`config.mk`:
```
export PLATFORM = sky130hd
export DESIGN_NAME = if_stage_ifid_reg
export DESIGN_NICKNAME = d
export VERILOG_FILES = /design/src/rtl/riscv_pkg.sv /design/src/rtl/ifid_pipe_reg.sv /design/src/rtl/if_stage_ifid_reg.sv
export SDC_FILE = /design/constraint.sdc
export NUM_CORES = 1
export LEC_CHECK = 0
export BUFFER_PORTS_ARGS = -buffer_cell sky130_fd_sc_hd__buf_4
export CORE_ASPECT_RATIO = 0.8
export CORE_MARGIN = 2
export CORE_UTILIZATION = 39
export CTS_CLUSTER_SIZE = 40
export DETAILED_ROUTE_END_ITERATION = 7
export GPL_ROUTABILITY_DRIVEN = 1
export GPL_TIMING_DRIVEN = 0
export PLACE_DENSITY_LB_ADDON = 0.15
export SLEW_MARGIN = 20
export SYNTH_ARGS = -nofsm -noshare
export SYNTH_HDL_FRONTEND = slang
export SYNTH_SLANG_ARGS = --single-unit
export TNS_END_PERCENT = 1
```
`constraint.sdc`:
```
create_clock -name clk -period 3.6 [get_ports clk]
set_input_delay 0.72 -clock clk [delete_from_list [all_inputs] [get_ports clk]]
set_output_delay 0.72 -clock clk [all_outputs]
set_load 0.005 [all_outputs]
```
`src/rtl/riscv_pkg.sv`:
```
// Shared constants for the fetch/decode boundary: NOP encoding, register-field
// positions and the default datapath width.
package riscv_pkg;

    localparam int          XLEN_DEFAULT = 32;
    localparam logic [31:0] NOP_INSTR    = 32'h0000_0013;
    localparam int          RS1_LSB      = 15;
    localparam int          RS2_LSB      = 20;
    localparam int          REG_ADDR_W   = 5;

    // Saturating increment for the 32-bit event counters.
    function automatic logic [31:0] sat_inc(input logic [31:0] v);
        return (v == 32'hFFFF_FFFF) ? v : v + 32'd1;
    endfunction

endpackage

```
`src/rtl/ifid_pipe_reg.sv`:
```
// IF/ID pipeline register holding {pc, instr, valid}.
// A flush loads a bubble and wins over a stalled (disabled) load.
module ifid_pipe_reg #(
    parameter int          XLEN      = 32,
    parameter logic [31:0] NOP_INSTR = 32'h0000_0013
) (
    input  logic            clk,
    input  logic            rst_n,
    input  logic            flush_i,
    input  logic            load_i,
    input  logic [XLEN-1:0] pc_i,
    input  logic [31:0]     instr_i,
    output logic [XLEN-1:0] pc_o,
    output logic [31:0]     instr_o,
    output logic            valid_o
);

    logic [XLEN-1:0] pc_q,    pc_d;
    logic [31:0]     instr_q, instr_d;
    logic            valid_q, valid_d;

    always_comb begin
        pc_d    = pc_q;
        instr_d = instr_q;
        valid_d = valid_q;
        if (flush_i) begin
            pc_d    = pc_i;
            instr_d = NOP_INSTR;
            valid_d = 1'b0;
        end else if (load_i) begin
            pc_d    = pc_i;
            instr_d = instr_i;
            valid_d = 1'b1;
        end
    end

    always_ff @(posedge clk or negedge rst_n) begin
        if (!rst_n) begin
            pc_q    <= '0;
            instr_q <= NOP_INSTR;
            valid_q <= 1'b0;
        end else begin
            pc_q    <= pc_d;
            instr_q <= instr_d;
            valid_q <= valid_d;
        end
    end

    assign pc_o    = pc_q;
    assign instr_o = instr_q;
    assign valid_o = valid_q;

endmodule

```
`src/rtl/if_stage_ifid_reg.sv`:
```
// Fetch stage: PC register with branch redirect and stall, feeding the IF/ID register.
// Optional perf counters are built only when IFID_PERF_CNT_EN is defined.
module if_stage_ifid_reg
    import riscv_pkg::*;
#(
    parameter int               XLEN      = riscv_pkg::XLEN_DEFAULT,
    parameter logic [XLEN-1:0]  RESET_PC  = '0,
    parameter logic [31:0]      NOP_INSTR = riscv_pkg::NOP_INSTR
) (
    input  logic                  clk,
    input  logic                  rst_n,
    input  logic                  PCWrite,
    input  logic                  Write_IFID,
    input  logic                  branch_taken_EX,
    input  logic [XLEN-1:0]       branch_target_EX,
    output logic [XLEN-1:0]       imem_addr,
    input  logic [31:0]           imem_rdata,
    output logic [XLEN-1:0]       pc_IFID,
    output logic [XLEN-1:0]       pc_plus4_IFID,
    output logic [31:0]           instr_IFID,
    output logic                  valid_IFID,
    output logic [REG_ADDR_W-1:0] rs1_IFID,
    output logic [REG_ADDR_W-1:0] rs2_IFID,
    output logic [31:0]           stall_cnt,
    output logic [31:0]           flush_cnt
);

    logic [XLEN-1:0] pc_q, pc_d;
    logic            unused_tgt_lsbs;

    // Targets are forced word-aligned; the low bits are deliberately dropped.
    assign unused_tgt_lsbs = ^branch_target_EX[1:0];

    always_comb begin
        pc_d = pc_q;
        if (branch_taken_EX)
            pc_d = {branch_target_EX[XLEN-1:2], 2'b00};
        else if (PCWrite)
            pc_d = pc_q + XLEN'(4);
    end

    always_ff @(posedge clk or negedge rst_n) begin
        if (!rst_n)
            pc_q <= RESET_PC;
        else
            pc_q <= pc_d;
    end

    assign imem_addr = pc_q;

    ifid_pipe_reg #(
        .XLEN      (XLEN),
        .NOP_INSTR (NOP_INSTR)
    ) u_ifid (
        .clk     (clk),
        .rst_n   (rst_n),
        .flush_i (branch_taken_EX),
        .load_i  (Write_IFID),
        .pc_i    (pc_q),
        .instr_i (imem_rdata),
        .pc_o    (pc_IFID),
        .instr_o (instr_IFID),
        .valid_o (valid_IFID)
    );

    assign pc_plus4_IFID = pc_IFID + XLEN'(4);

    // Bubbles report x0 so the hazard unit never matches a stale source field.
    assign rs1_IFID = valid_IFID ? instr_IFID[RS1_LSB +: REG_ADDR_W] : '0;
    assign rs2_IFID = valid_IFID ? instr_IFID[RS2_LSB +: REG_ADDR_W] : '0;

`ifdef IFID_PERF_CNT_EN
    logic [31:0] stall_cnt_q, flush_cnt_q;

    always_ff @(posedge clk or negedge rst_n) begin
        if (!rst_n) begin
            stall_cnt_q <= '0;
            flush_cnt_q <= '0;
        end else begin
            if (!Write_IFID && !branch_taken_EX)
                stall_cnt_q <= sat_inc(stall_cnt_q);
            if (branch_taken_EX)
                flush_cnt_q <= sat_inc(flush_cnt_q);
        end
    end

    assign stall_cnt = stall_cnt_q;
    assign flush_cnt = flush_cnt_q;
`else
    assign stall_cnt = '0;
    assign flush_cnt = '0;
`endif

endmodule

```
### Word-level counts from Yosys, hierarchy flattened

Cells that the tools add are included.

| operators by class | value |
|---|---|
| $add $sub $neg | 2 |
| multipliers | 0 |
| div/mod/pow operators | 0 |
| $lt $le $gt $ge | 0 |
| eq/ne operators | 0 |
| shifts and indexed selects | 0 |
| mux-type cells | 10 |
| bitwise operators | 0 |
| reduce and logical (&&, ||, !) cells | 2 |

Operators with widths:

| operator | count |
|---|---|
| $mux W32 | 6 |
| $add A32 B3 Y32 const B | 2 |
| $mux W5 | 2 |
| $reduce_bool A2 Y1 | 2 |
| $mux W1 | 2 |

| storage, ports and cells | value |
|---|---|
| flip-flop bits (word level) | 97 |
| bits in latches | 0 |
| RAM bits | 0 |
| ROM bits | 0 |
| input bits | 69 |
| output and inout port bits | 203 |
| logic and storage cells | 18 |
| memories kept | 0 |

### Logic depth before layout (Yosys ltp)

| depth | value |
|---|---|
| depth in word-level cells | 3 |
| mapped depth | 7 |

### Modules after synthesis

A second synthesis with hierarchy kept.

| second synthesis, totals | value |
|---|---|
| cell total of the unflattened synthesis | 537 |
| area, all modules | 5562.8 um^2 |

By module, submodules not included:

| module | instances | cells an instance | area an instance (um^2) | seq. area each (um^2) |
|---|---|---|---|---|
| if_stage_ifid_reg | 1 | 362 | 2875.3 | 750.7 |
| ifid_pipe_reg | 1 | 175 | 2687.6 | 1630.3 |

### Worst setup path before layout

No wires, ideal clock.

| timing | value |
|---|---|
| path kind | reg-to-output |
| start | register u_ifid.pc_q[2], in the netlist u_ifid.pc_o[2] |
| end | output port pc_plus4_IFID[30] |
| arrival | 1591 ps |
| setup slack | 1289 ps |
| cell stages (with the launch flop) | 7 |
| path buffers | 1 |
| cells stage by stage | dfrtp_1 ha_1 and4_1 and3_1 clkbuf_1 nand4b_1 xnor2_1 |

| between the ends | value |
|---|---|
| longest elaborated chain between the ends | 1 |

Ends and longest elaborated chain:

| item | RTL line | text |
|---|---|---|
| start: declaration | ifid_pipe_reg.sv:18 | `logic [XLEN-1:0] pc_q, pc_d;` |
| start signal: assignment | ifid_pipe_reg.sv:43 | `pc_q <= pc_d;` |
| $add A32 B3 Y32 | if_stage_ifid_reg.sv:66 | `assign pc_plus4_IFID = pc_IFID + XLEN'(4);` |
| end: declaration | if_stage_ifid_reg.sv:19 | `output logic [XLEN-1:0] pc_plus4_IFID,` |

No other way between the ends.

### Final worst setup path

| timing | value |
|---|---|
| start | register u_ifid.pc_q[2], in the netlist u_ifid.pc_o[2] |
| end | output port pc_plus4_IFID[20] |

The elaborated chain is that of the path after synthesis.

==> results_dict.tcl <==
set metrics [dict create \
    num_vias 4732 \
    worstReg2RegEnd "imem_addr[26]$_DFFE_PN0N_" \
    setup_viol 0 \
    fin_nets 887 \
    rsz0062_at_grt "no" \
    period_needed_ns 3.12 \
    cts_hold_buf 0 \
    fin_area_um2 7630 \
    synth.most_common_cell "dfrtp_1" \
    crit_path_max_fanout 10 \
    worst_path_max_delay_cell "dfrtp_1" \
    worstPathArrival_ns 2.40 \
    grt_pass1_wl_um 23500 \
    synth_seq_area_share_pct 43.6 \
    synth_area_leaders "dfrtp_1, buf_4, mux2i_1, mux2_2, xnor2_1" \
    netlist_area_um2 5340 \
    crit_chain "ha_1 > and4_1 > and3_1 > clkbuf_1 > nand3_1 > xnor2_1 > buf_4" \
    post-cts-setup-buffer-count 0 \
    p_per_area_nw_per_um2 388 \
    drc_errors 0 \
    routed_wl_um 15300 \
    met3_usage_pct 3.63 \
    fp.dieArea_um2 14700 \
    gp_congestion 0.833 \
    final.period_utilization_pct 86.8 \
    met2_usage_pct 33.0 \
    wl_per_cell_um 15.3 \
    viasPerCell 4.73 \
    port_buffers 197 \
    synth_top_cell_by_area "dfrtp_1" \
    dieWidth_um 135 \
    avgSynthCellArea_um2 9.91 \
    hold_viol 0 \
    cp_top_family "simple AND/OR/NAND/NOR gates" \
    max_freq_ghz 0.320 \
    drt_pass1_iterations 5 \
    antenna_found_initial 0 \
    use_met1_pct 28.1 \
    tightest_slew_ns 0.861 \
    max_slew_margin_pct 42.6 \
    synth_warnings 0 \
    hpwl_um 11900 \
    drive_above_1_share_pct 39.3 \
    finalSetupTns_ns 0 \
    synth_commonest_cells "dfrtp_1, buf_4, nor2_1, nand2_1, mux2i_1" \
    hold_class "primary input to async pin" \
    cpPeakStageDelay_ns 0.46 \
    status "complete, no violations" \
    finClkSkew_ns 0.00593 \
    grt_pass1_vias 4415 \
    cts-root-buf "clkbuf_16" \
    reg2regPathDepth 5 \
    num_rows 38 \
    synthDistinctLibCells 36 \
    r2r_slack_ns 1.36 \
    die_h_um 109 \
    post_cts_resized 0 \
    drt_iter0_drc 246 \
    r2r-start "imem_addr[2]$_DFFE_PN0N_" \
    cts_max_level 3 \
    grt_busiest_layer "met2" \
    synthFlopType "dfrtp_1" \
    antennaDiodeCount 0 \
    syn-instance-count 539 \
    grt_max_degree 94 \
    cp.buffers_inverters 2 \
    peakVddDrop_mv 0.251 \
    clk_pin_slew_ns 0.07 \
    synth_edf_count 0 \
    cts_buffers 9 \
    synthArstFlopShare_pct 100 \
    critical_path_class "register to output port" \
    grt-ovfl-total 0 \
    setup_slack_ns 0.477 \
    start_util_pct 39.7 \
    cap_violations 0 \
    post_dp_cell_area_um2 7310 \
    critPathRequiredTime_ns 2.88 \
    drtAntennaViolNets 0 \
    ys_ff_latch 93 \
    syn2layout_area_growth_pct 42.7 \
    cp-start-kind "register" \
    io_pins 272 \
    finalMaxSlewViolations 0 \
    cts_tree "yes" \
    dp_slack_ns 0.857 \
    clock-sinks 93 \
    core_um2 13500 \
    clock_latency_ns 0.34 \
    clk_path_buf_depth 2 \
    grt_usage_pct 20.4 \
    synth_top_area_share_pct 42.1 \
    leakagePower_nw 3.79 \
    end_kind "output port" \
]
where the power goes:
part | total, mW | internal (mW) | switching, mW
Combinational | 0.660 | 0.397 | 0.263
Clock | 1.01 | 0.605 | 0.402
Sequential | 1.29 | 1.14 | 0.147
through the flow:
step                      instances  utilization (%)  power, mW  hold WS, ns
after floorplan                 608                -       1.58        0.424
after global placement          985             54.3       1.95        0.510
after detailed placement        985             54.3       1.97        0.516
after CTS                      1001             56.7       2.98        0.508
after global routing           1001             56.7       3.11        0.542
final                          1001             56.7       2.96        0.464
worst reg2reg max path, cell delays in order, from the launching register on:
cell	delay [ns]
dfrtp_1	0.47
ha_1	0.24
nand3_1	0.25
or3_1	0.52
or4_1	0.50
a31oi_1	0.17
state kept, by name, summed over array words and instances (netlist names):
| register | cells |
|---|---|
| u_ifid.pc_o | 30 |
| u_ifid.valid_o | 1 |
| imem_addr | 30 |
| u_ifid.instr_o | 32 |
worst max path at each step:
stage / startpoint / end / depth (start not counted)
after floorplan: u_ifid.pc_o[2]$_DFFE_PN0P_ / pc_plus4_IFID[30] / 6
after global placement: u_ifid.pc_o[2]$_DFFE_PN0P_ / pc_plus4_IFID[28] / 7
after detailed placement: u_ifid.pc_o[2]$_DFFE_PN0P_ / pc_plus4_IFID[24] / 7
after CTS: u_ifid.pc_o[2]$_DFFE_PN0P_ / pc_plus4_IFID[24] / 7
after global routing: u_ifid.pc_o[2]$_DFFE_PN0P_ / pc_plus4_IFID[28] / 7
final: u_ifid.pc_o[2]$_DFFE_PN0P_ / pc_plus4_IFID[20] / 7
cells by family after synthesis:
logic type | after synthesis | share of synthesized area [%]
AO/OA/AOI/OAI | 45 | 5.22
adder cells (fa/ha/maj) | 2 | 0.468
multiplexers | 61 | 12.1
flip-flops | 93 | 43.6
other | 1 | 0.0702
XOR/XNOR | 40 | 6.56
buffers and inverters | 105 | 12.7
AND/OR/NAND/NOR | 192 | 19.3
layout by cell type (no fill, tap or decap), types with 23 or more instances in the layout:
master,count
buf_4,267
dfrtp_1,90
conb_1,70
nor2_1,46
nand2_1,39
mux2i_1,33
mux2_2,28
xnor2_1,27
nand3_1,24
clkbuf_1,23
per-layer routing:
metal	up-vias	part of all wire, %
met5	-	0
met4	0	0.92
met3	12	7.6
met2	199	48
met1	2211	43
li1	2310	-
final cells by class:
class	count	area [um^2]
Tap cell	180	225
Clock buffer	9	225
Sequential cell	93	2330
Inverter	4	15.0
Clock inverter	7	90.1
Timing Repair Buffer	197	1480
Fill cell	1279	5830
Buffer	101	664
Multi-Input combinational cell	410	2590
No activity file was read; power rests on OpenSTA's default activity.
